===== config.mk =====
export PLATFORM = sky130hd
export DESIGN_NAME = branch_seq
export DESIGN_NICKNAME = d
export VERILOG_FILES = /design/src/rtl/branch_seq.sv
export SDC_FILE = /design/constraint.sdc
export NUM_CORES = 1
export LEC_CHECK = 0
export BUFFER_PORTS_ARGS = -buffer_cell sky130_fd_sc_hd__buf_2
export CAP_MARGIN = 15
export CORE_ASPECT_RATIO = 0.8
export CORE_MARGIN = 10
export CORE_UTILIZATION = 43
export CTS_CLUSTER_SIZE = 20
export DETAILED_ROUTE_END_ITERATION = 10
export SLEW_MARGIN = 15
export SYNTH_ARGS = -nofsm -noshare
export SYNTH_HDL_FRONTEND = slang
export SYNTH_SLANG_ARGS = --single-unit

===== constraint.sdc =====
create_clock -name clk -period 5.8 [get_ports clk]
set_input_delay 0.87 -clock clk [delete_from_list [all_inputs] [get_ports clk]]
set_output_delay 0.87 -clock clk [all_outputs]
set_load 0.02 [all_outputs]

===== src/rtl/branch_seq.sv =====
// Branch-resolution stage: captures a branch and its PC, waits for R[ra], evaluates the
// CON condition, and issues a one-cycle PC load with saturating branch statistics.
module branch_seq #(
   parameter int unsigned CW   = 19,
   parameter int unsigned CNTW = 16
) (
   input  logic            clk,
   input  logic            clr,
   input  logic            start,
   input  logic [31:0]     ir,
   input  logic [31:0]     pc_in,
   input  logic            data_valid,
   input  logic [31:0]     bus_data,
   output logic            busy,
   output logic            con,
   output logic [31:0]     pc_next,
   output logic            pc_load,
   output logic            done,
   output logic [CNTW-1:0] branch_cnt,
   output logic [CNTW-1:0] taken_cnt
);

   typedef enum logic [1:0] {StIdle, StFetchRa, StEval, StCommit} state_e;

   state_e state_q, state_d;

   // Only the condition selector and displacement fields of IR are needed downstream.
   logic [20:0]     ir_q, ir_d;
   logic [31:0]     pc_q, pc_d;
   logic [31:0]     data_q, data_d;
   logic [31:0]     target_q, target_d;
   logic [31:0]     pc_next_q, pc_next_d;
   logic            con_q, con_d;
   logic            pc_load_q, pc_load_d;
   logic            done_q, done_d;
   logic [CNTW-1:0] branch_cnt_q, branch_cnt_d;
   logic [CNTW-1:0] taken_cnt_q, taken_cnt_d;

   logic [31:0]     disp;
   logic            cond;
   logic            unused_ir;

   assign unused_ir = ^ir[31:21];

   assign disp = {{(32 - CW){ir_q[CW-1]}}, ir_q[CW-1:0]};

   always_comb begin
      cond = 1'b0;
      unique case (ir_q[20:19])
         2'b00: cond = (data_q == 32'd0);
         2'b01: cond = (data_q != 32'd0);
         2'b10: cond = ~data_q[31];
         2'b11: cond = data_q[31];
         default: cond = 1'b0;
      endcase
   end

   always_comb begin
      state_d      = state_q;
      ir_d         = ir_q;
      pc_d         = pc_q;
      data_d       = data_q;
      target_d     = target_q;
      pc_next_d    = pc_next_q;
      con_d        = con_q;
      pc_load_d    = 1'b0;
      done_d       = 1'b0;
      branch_cnt_d = branch_cnt_q;
      taken_cnt_d  = taken_cnt_q;

      unique case (state_q)
         StIdle: begin
            if (start) begin
               ir_d    = ir[20:0];
               pc_d    = pc_in;
               state_d = StFetchRa;
            end
         end
         StFetchRa: begin
            if (data_valid) begin
               data_d  = bus_data;
               state_d = StEval;
            end
         end
         StEval: begin
            con_d    = cond;
            target_d = pc_q + disp;
            state_d  = StCommit;
         end
         StCommit: begin
            done_d    = 1'b1;
            pc_load_d = con_q;
            pc_next_d = con_q ? target_q : pc_q;
            if (branch_cnt_q != '1) branch_cnt_d = branch_cnt_q + CNTW'(1);
            if (con_q && (taken_cnt_q != '1)) taken_cnt_d = taken_cnt_q + CNTW'(1);
            state_d = StIdle;
         end
         default: state_d = StIdle;
      endcase
   end

   always_ff @(posedge clk) begin
      if (clr) begin
         state_q      <= StIdle;
         ir_q         <= '0;
         pc_q         <= '0;
         data_q       <= '0;
         target_q     <= '0;
         pc_next_q    <= '0;
         con_q        <= 1'b0;
         pc_load_q    <= 1'b0;
         done_q       <= 1'b0;
         branch_cnt_q <= '0;
         taken_cnt_q  <= '0;
      end else begin
         state_q      <= state_d;
         ir_q         <= ir_d;
         pc_q         <= pc_d;
         data_q       <= data_d;
         target_q     <= target_d;
         pc_next_q    <= pc_next_d;
         con_q        <= con_d;
         pc_load_q    <= pc_load_d;
         done_q       <= done_d;
         branch_cnt_q <= branch_cnt_d;
         taken_cnt_q  <= taken_cnt_d;
      end
   end

   assign busy       = (state_q != StIdle);
   assign con        = con_q;
   assign pc_next    = pc_next_q;
   assign pc_load    = pc_load_q;
   assign done       = done_q;
   assign branch_cnt = branch_cnt_q;
   assign taken_cnt  = taken_cnt_q;

endmodule


==> results of run 1 <==
routing by layer:
| metal | vias to the layer above | share of wire [%] |
|---|---|---|
| li1 | 4000 | - |
| met1 | 3532 | 51 |
| met2 | 158 | 42 |
| met3 | 27 | 5.8 |
| met4 | 2 | 1.3 |
| met5 | - | 0.030 |
power groups by stage:
stage / registers [mW] / clock network (mW) / logic (mW)
6_report: 1.55 / 1.20 / 1.02
5_1_grt: 1.58 / 1.28 / 1.15
3_3_place_gp: 1.58 / 0 / 1.02
4_1_cts: 1.55 / 1.23 / 1.03
3_5_place_dp: 1.58 / 0 / 1.03
2_1_floorplan: 1.60 / 0 / 0.722
final timing paths:
| path | startpoint | end | cells past startpoint |
|---|---|---|---|
| setup / recovery | ir_q[0] | target_q[28] | 9 |
| setup reg to reg | ir_q[0] | target_q[28] | 9 |
| hold / removal | target_q[25] | target_q[25] | 2 |
| hold reg to reg | target_q[25] | target_q[25] | 2 |
tightest hold or removal path: stages, from the launching register on:
cell and delay (ps):
dfxtp_1 330, nand2_1 40, o21ai_0 50
per-stage QoR:
step	utilization, %	worst slack, ps
6_report	51.8	2800
5_1_grt	51.8	2620
4_1_cts	51.8	2830
3_5_place_dp	48.8	2850
3_3_place_gp	48.8	2870
2_1_floorplan	-	3250
cells in the final DEF, fill, tap and decap left out, drive strengths merged, types with 10 or more instances in the layout:
cell,count
xor2,26
dfxtp,186
xnor2,19
a21oi,128
nor2,105
nand4,19
mux2i,46
inv,27
ha,38
nor3,10
buf,161
clkbuf,18
a21o,17
o21ai,26
a211oi,47
nand3,17
nand2,222
final cells by class:
type | count | share of cell area [%]
clock buffers | 18 | 4.13
clock inverters | 14 | 1.69
multi-input cells | 813 | 46.5
repair buffers | 161 | 7.94
inverters | 19 | 0.687
flip-flops and latches | 186 | 35.9
well taps | 264 | 3.18
kinds of logic (layout without fill, tap and decap cells):
logic type,count (synthesis),count (layout)
multiplexers,46,46
AND/OR/NAND/NOR,413,413
buffers and inverters,86,212
adder cells (fa/ha/maj),39,39
flip-flops,186,186
XOR/XNOR,45,45
AO/OA/AOI/OAI,270,270
state kept, by name, summed over array words and instances (netlist names):
signal,cells
branch_cnt,16
data_q,32
pc_load,1
state_q,2
con,1
taken_cnt,16
pc_next,32
done,1
pc_q,32
target_q,32
ir_q,21
==> out/results.txt, run 1 <==
most used cell, CP = o211ai_1
vias in the first global route = 7558
run status = finished, final reports clean
GRT busiest layer = met2
met2 Track Usage GR = 25.5%
post-layout min period = 3000 ps
PortBufs = 156
Post-Syn Area per Cell = 8.17 sq um
clock share of power = 31.7%
DP HPWL = 16.4 mm
Placed Cells = 1443
critical path's largest stage delay = 520 ps
main combinational cell family by area after synthesis = simple AND/OR/NAND/NOR gates
# IOs = 168
hold_buf cts = 0
slowest CP cell = a2111oi_2
yosys synthesis warning count = 0
Tot Pwr = 3.77 mW
GRT Total Usage = 17.0%
simple-gate share of the synthesized area = 19.9%
total core area = 0.0200 sq mm
Final Max Slew Viols = 0
CP bufs+invs = 0
post-synthesis compound-gate area fraction = 19.3%
Non-Filler Instances = 1475
critical path required time = 6110 ps
Seq pwr share = 41.2%
initial antenna violation count = 1
Startpoint Class = flip-flop
Clk Latency, worst-skew pair = 440 ps
Seq cells post-synth = 186
final clock skew = 12.5 ps
clk sink count = 186
Slew @ Worst Pin = 1060 ps
drt wl/cell = 15.7 um
H-tree depth = 4
post-cts resize count = 0
asr flop ratio synth = 0%
antenna-violating nets left = 0
EDFF count, synth = 0
detailed-route via count = 7719
final setup violation count = 0
Placed Area = 0.00978 sq mm
Hold Vio Cnt, Final = 0
highest clock rate = 333 MHz
post-synthesis mux area share = 5.19%
Final period util = 51.8%
ANT cells = 0
buffer depth of the longest clock path = 2
Layout Nets = 1337
Max Cap Viol = 0
Reg area = 0.00372 sq mm
multi-input logic area = 0.00483 sq mm
Die Wd = 181 um
crit-path cells = ha_1 > fa_1 > a21o_1 > a2111oi_2 > or4_1 > o211ai_1 > o211ai_1 > o21a_1 > o211ai_1
Net Sw Frac = 35.4%
Area contributors post-synth = dfxtp_1 42%, nand2_1 9.4%, a21oi_1 7.2%
DRT Pass-1 Iters = 5
area growth from synthesis to layout = 17.1%
Worst-path clk slew = 70 ps
DRC violations left = 0
FF-to-FF setup slack = 2800 ps
starting DRC count in detailed routing = 373
register area share after synthesis = 42.0%
top-count cell post-synth = nand2_1
Fill cells = 2025
CTS buffer count = 17
die area = 0.0268 sq mm
Setup Crit Path Kind = reg -> reg
clock root buffer = clkbuf_16
Cell Int Power = 2.44 mW
Synth top area share = 42.0%
Synth area leader = dfxtp_1
commonest cells in the netlist = 222 x nand2_1, 186 x dfxtp_1, 128 x a21oi_1
worst hold path class = reg -> reg
Worst EP arrival = 3320 ps
max_slew headroom = 29.5%
first-pass GRT wire length = 38.2 mm
Primary FF master, synth = dfxtp_1
grt total ovfl = 0
Crit path max-delay family = compound AO/OA/AOI/OAI gates
post-DR vias/cell = 5.23
met3 global-route usage = 4.73%
unrepaired setup endpoints after global routing = no
Die Y = 148 um
largest net degree at the start of global routing = 99
Crit Path Max Fanout = 4
Power Density = 363 mW/mm^2
adder-cell area share of the yosys netlist = 5.59%
M1 GR Usage = 23.2%
Initial Utilization = 44.3%
Syn Std Cell Area = 0.00887 sq mm
Lkg Pwr = 4.16 nW
Cells after Synth = 1085
TritonCTS clock tree = yes
GPL Wtd Cong = 0.900
Design Area, Final = 0.0104 sq mm
Psw = 1.33 mW
xor and xnor fraction of the mapped netlist area = 4.44%
Min Hold Slack = 454 ps
logic gate share of total power = 27.1%
Yosys cell types = 57
cell row count = 46
CP endpoint kind = flip-flop
share of layout cells above drive strength 1 = 17.2%
postcts setup bufs = 0
Final TNS setup = 0 ps
Post-Syn Nets = 1224
final WL = 23.1 mm
VDD IR max = 0.000185 V
No activity file was read; power rests on OpenSTA's default activity.
==> run 2, diff against run 1 <==
Clock period 5.8 ns to 2.9 ns, I/O delays scaled along.
==> run 2 against run 1 <==
First-iteration DRC count is 23% higher. Hold slack worse by 230 ps. Routed wire length grew 0.26%. Global-route usage barely moved. Flip-flop and latch count stayed put. Clock power up 100%. Sequential share of layout area decreased by 0.57 points. Critical endpoint is now target_q[30]. Largest cell class unchanged.
==> out/results.txt, run 2 (synthesis results as in run 1) <==
FF-to-FF setup slack = 190 ps (was 2800 ps)
DR WL met2 = 9.81 mm (was 9.73 mm)
top sig layer = met5 (unchanged)
unrepaired setup endpoints after global routing = no (unchanged)
Max Cap Viol = 0 (unchanged)
largest net degree at the start of global routing = 110 (was 99)
Placed Cells = 1458 (was 1443)
CTS buffer count = 17 (unchanged)
Setup Crit Path Kind = reg -> reg (unchanged)
post-layout min period = 2710 ps (was 3000 ps)
critical path required time = 3200 ps (was 6110 ps)
CP endpoint kind = flip-flop (unchanged)
cell row count = 46 (unchanged)
fin util = 52.7% (was 51.8%)
Clk Latency, worst-skew pair = 440 ps (about the same)
Die Wd = 181 um (unchanged)
Initial Utilization = 44.3% (unchanged)
Final Max Slew Viols = 0 (unchanged)
Slew @ Worst Pin = 840 ps (was 1060 ps)
Hold Vio Cnt, Final = 0 (unchanged)
Power Density = 724 mW/mm^2 (was 363 mW/mm^2)
area growth from synthesis to layout = 19.0% (was 17.1%)
most frequent cells in the layout = 221 x nand2_1, 185 x dfxtp_1, 155 x buf_2 (unchanged)
share of layout cells above drive strength 1 = 18.2% (was 17.2%)
total core area = 0.0200 sq mm (unchanged)
drt wl/cell = 15.6 um (was 15.7 um)
Non-Filler Instances = 1491 (was 1475)
capturing point of the worst reg2reg path = target_q[30] (was target_q[28])
Layout Nets = 1352 (was 1337)
clk sink count = 186 (unchanged)
Fill cells = 1997 (was 2025)
# IOs = 168 (unchanged)
initial antenna violation count = 2 (was 1)
DP HPWL = 16.8 mm (was 16.4 mm)
hold_buf cts = 0 (unchanged)
Worst EP arrival = 3010 ps (was 3320 ps)
final clock skew = 11.3 ps (was 12.5 ps)
Final TNS setup = 0 ps (unchanged)
antenna-violating nets left = 0 (unchanged)
worst hold path class = in -> reg (was reg -> reg)
Crit Path Max Fanout = 4 (unchanged)
post-DR vias/cell = 5.25 (was 5.23)
commonest non-fill, non-tap cell in the layout = nand2_1 (unchanged)
GPL Wtd Cong = 0.899 (was 0.900)
Die Y = 148 um (unchanged)
grt total ovfl = 0 (unchanged)
die area = 0.0268 sq mm (unchanged)
starting DRC count in detailed routing = 458 (was 373)
Worst-path clk slew = 80 ps (was 70 ps)
max_slew headroom = 43.8% (was 29.5%)
reg2reg start = pc_q[0] (was ir_q[0])
buffer depth of the longest clock path = 2 (unchanged)
VDD IR max = 0.000306 V (was 0.000185 V)
R2R depth = 9 (unchanged)
clock root buffer = clkbuf_16 (unchanged)
Lkg Pwr = 4.25 nW (was 4.16 nW)
postcts setup bufs = 0 (unchanged)
final setup violation count = 0 (unchanged)
met3 routed wirelength = 1.48 mm (was 1.34 mm)
Hold Crit Depth = 3 (was 2)
HP Start = bus_data[14] (was target_q[25])
first-pass GRT wire length = 38.1 mm (was 38.2 mm)
Final period util = 93.5% (was 51.8%)
PortBufs = 156 (unchanged)
run status = finished, final reports clean (unchanged)
vias in the first global route = 7461 (was 7558)
wl on met1 = 11.7 mm (was 11.8 mm)
detailed-route via count = 7824 (was 7719)
Min Hold Slack = 225 ps (was 454 ps)
highest clock rate = 369 MHz (was 333 MHz)
GRT Total Usage = 16.9% (was 17.0%)
DRT Pass-1 Iters = 4 (was 5)
TritonCTS clock tree = yes (unchanged)
DRC violations left = 0 (unchanged)
Startpoint Class = flip-flop (unchanged)
H-tree depth = 4 (unchanged)
final WL = 23.2 mm (was 23.1 mm)
Worst Hold End = data_q[14] (was target_q[25])
## run 2: cell count changes in the layout (fill, tap and decap cells not counted), sizes merged
cell	delta
buf	+15
bufinv	+1
diode	+1
inv	-1
## run 2: how the worst max path moves through the flow
stage          startpoint      endpoint
3_5_place_dp      ir_q[0]  target_q[20]
4_1_cts           ir_q[0]  target_q[20]
3_3_place_gp      ir_q[0]  target_q[20]
2_1_floorplan    ir_q[18]  target_q[30]
6_report          pc_q[0]  target_q[30]
5_1_grt           ir_q[0]  target_q[20]
## run 2: power breakdown
group          leakage (nW)  switching, mW  internal [mW]
sequential             1.51          0.211           2.89
combinational          2.44           1.33          0.798
clock                 0.293           1.11           1.31
total                  4.25           2.65           4.99
## run 2: critical path: stages (launching register included)
cell and delay (ps):
dfxtp_1 350, ha_1 200, fa_1 210, a21o_1 200, a2111oi_4 100, or3_4 400, a211o_4 380, a2111oi_4 360
mux2i_1 250, o311ai_1 120
## run 2: layout make-up
class	count	area [sq um]	area share, %
tap	264	330	3.13
sequential	186	3720	35.3
antenna	1	2.50	0.0237
clock inverter	14	176	1.67
clock buffer	18	429	4.07
multi-input combinational	813	4850	46.0
inverter	19	71.3	0.676
timing repair buffer	176	962	9.12
## run 2: through the flow
stage	setup WS [ps]	total power, mW	area (sq um)
after floorplan	349	4.65	8870
after global placement	166	5.26	9920
after detailed placement	144	5.29	9920
after CTS	137	7.71	10500
after global routing	16.0	8.09	10500
final	188	7.64	10500
## run 2: metal layers
layer  vias to the layer above  track usage (%)
met5                         -                0
met3                        17             4.78
met1                      3600             23.3
li1                       4039                -
met4                         2             4.79
met2                       166             25.3
## run 2: timing repair
item,CTS,global route
setup endpoints to repair,0,4
gates resized for setup,0,2
endpoints found under the hold margin,0,0
==> run 3, diff against run 2 <==
Settings changed: RECOVER_POWER set to 25.
==> run 3 against run 2 <==
The flow now finishes with violations (max-capacitance violations, max-slew violations). Design area shrank 0.66%. Critical path depth is the same. Worst setup slack lost 5.8 ps. Critical endpoint unchanged. Critical path type unchanged.
==> out/results.txt, run 3 (synthesis results as in run 1) <==
reg2reg start = pc_q[0] (unchanged)
share of layout cells above drive strength 1 = 14.6% (was 18.2%)
met3 routed wirelength = 1.44 mm (was 1.48 mm)
Startpoint Class = flip-flop (unchanged)
run status = finished with violations (was finished, final reports clean)
Fill cells = 2015 (was 1997)
CTS buffer count = 17 (unchanged)
VDD IR max = 0.000304 V (was 0.000306 V)
die area = 0.0268 sq mm (unchanged)
postcts setup bufs = 0 (unchanged)
capturing point of the worst reg2reg path = target_q[30] (unchanged)
worst hold path class = in -> reg (unchanged)
cell row count = 46 (unchanged)
post-DR vias/cell = 5.24 (was 5.25)
Final period util = 93.7% (was 93.5%)
clk sink count = 186 (unchanged)
clock root buffer = clkbuf_16 (unchanged)
FF-to-FF setup slack = 180 ps (was 190 ps)
Setup Crit Path Kind = reg -> reg (unchanged)
DR WL met2 = 9.74 mm (was 9.81 mm)
critical path required time = 3200 ps (about the same)
Final Max Slew Viols = 110 (was 0)
Worst EP arrival = 3010 ps (about the same)
final WL = 23.2 mm (about the same)
GRT Total Usage = 16.9% (unchanged)
Lkg Pwr = 4.05 nW (was 4.25 nW)
CP endpoint kind = flip-flop (unchanged)
Hold Vio Cnt, Final = 0 (unchanged)
Crit. Startpoint = pc_q[0] (unchanged)
Reg area = 0.00372 sq mm (unchanged)
unrepaired setup endpoints after global routing = no (unchanged)
final clock skew = 10.4 ps (was 11.3 ps)
detailed-route via count = 7820 (was 7824)
total core area = 0.0200 sq mm (unchanged)
initial antenna violation count = 2 (unchanged)
commonest non-fill, non-tap cell in the layout = nand2_1 (unchanged)
Worst-path clk slew = 80 ps (about the same)
Final TNS setup = 0 ps (unchanged)
DRC violations left = 0 (unchanged)
first-pass GRT wire length = 38.1 mm (unchanged)
starting DRC count in detailed routing = 415 (was 458)
Die Y = 148 um (unchanged)
DP HPWL = 16.8 mm (unchanged)
fin util = 52.3% (was 52.7%)
buffer depth of the longest clock path = 2 (unchanged)
max_slew headroom = -44.5% (was 43.8%)
hold_buf cts = 0 (unchanged)
Crit Path Max Fanout = 4 (unchanged)
multi-input logic area = 0.00485 sq mm (unchanged)
Clk Latency, worst-skew pair = 440 ps (about the same)
R2R depth = 9 (unchanged)
Min Hold Slack = 224 ps (was 225 ps)
Layout Nets = 1352 (unchanged)
# IOs = 168 (unchanged)
final setup violation count = 0 (unchanged)
highest clock rate = 368 MHz (was 369 MHz)
area growth from synthesis to layout = 18.2% (was 19.0%)
GPL Wtd Cong = 0.899 (unchanged)
TritonCTS clock tree = yes (unchanged)
Initial Utilization = 44.3% (unchanged)
drt wl/cell = 15.6 um (about the same)
grt total ovfl = 0 (unchanged)
largest net degree at the start of global routing = 110 (unchanged)
post-layout min period = 2720 ps (was 2710 ps)
Power Density = 727 mW/mm^2 (was 724 mW/mm^2)
wl on met1 = 11.8 mm (was 11.7 mm)
most frequent cells in the layout = 221 x nand2_1, 185 x dfxtp_1, 128 x a21oi_1 (was 221 x nand2_1, 185 x dfxtp_1, 155 x buf_2)
PortBufs = 156 (unchanged)
Slew @ Worst Pin = 2170 ps (was 840 ps)
antenna-violating nets left = 0 (unchanged)
top sig layer = met5 (unchanged)
violated checks = max-capacitance violations, max-slew violations
Max Cap Viol = 1 (was 0)
CP Capture Point = target_q[30] (unchanged)
DRT Pass-1 Iters = 5 (was 4)
Die Wd = 181 um (unchanged)
vias in the first global route = 7461 (unchanged)
H-tree depth = 4 (unchanged)
-- run 3: changes by cell type in the layout (fill, tap and decap cells not counted) --
cell	delta
buf_2	-44
clkbuf_2	+1
clkbuf_1	+44
buf_12	-1
-- run 3: layer usage --
metal,global-route usage (%),vias up
met1,23.3,3597
met5,0,-
met3,4.78,18
met4,4.79,2
met2,25.3,161
li1,-,4042
-- run 3: critical path, stage by stage (launching register included) --
cell and delay (ps):
dfxtp_1 350, ha_1 200, fa_1 220, a21o_1 200, a2111oi_4 100, or3_4 400, a211o_4 380, a2111oi_4 360
mux2i_1 250, o311ai_1 120
-- run 3: repair_timing --
item	CTS	global route
setup endpoints to repair	0	4
endpoints found under the hold margin	0	0
gates resized for setup	0	2
-- run 3: per-stage QoR --
step,setup slack [ps],instance area (sq um),power [mW],std cells
after global routing,16.9,10500,8.07,1490
after CTS,137,10500,7.71,1490
after floorplan,349,8870,4.65,1085
after detailed placement,144,9920,5.29,1458
final,182,10500,7.62,1491
after global placement,166,9920,5.26,1458
-- run 3: report_power, final --
| group | switching (mW) | leakage [nW] | internal, mW |
|---|---|---|---|
| Clock | 1.11 | 0.293 | 1.31 |
| Sequential | 0.213 | 1.51 | 2.89 |
| Combinational | 1.33 | 2.25 | 0.775 |
-- run 3: layout make-up --
class | count | area share [%]
Multi-Input combinational cell | 813 | 46.3
Sequential cell | 186 | 35.5
Timing Repair Buffer | 176 | 8.51
Clock buffer | 18 | 4.10
Tap cell | 264 | 3.15
Clock inverter | 14 | 1.68
Inverter | 19 | 0.681
Antenna cell | 1 | 0.0239
-- run 3: how the worst min path moves through the flow --
stage                       startpoint      endpoint  slack [ps]  cells past startpoint
after floorplan           target_q[16]  target_q[16]         420                      2
after global placement    target_q[16]  target_q[16]         440                      2
after detailed placement    data_q[22]    data_q[22]         450                      2
after CTS                 bus_data[14]    data_q[14]         210                      3
after global routing             ir[6]       ir_q[6]         210                      3
final                     bus_data[14]    data_q[14]         220                      3
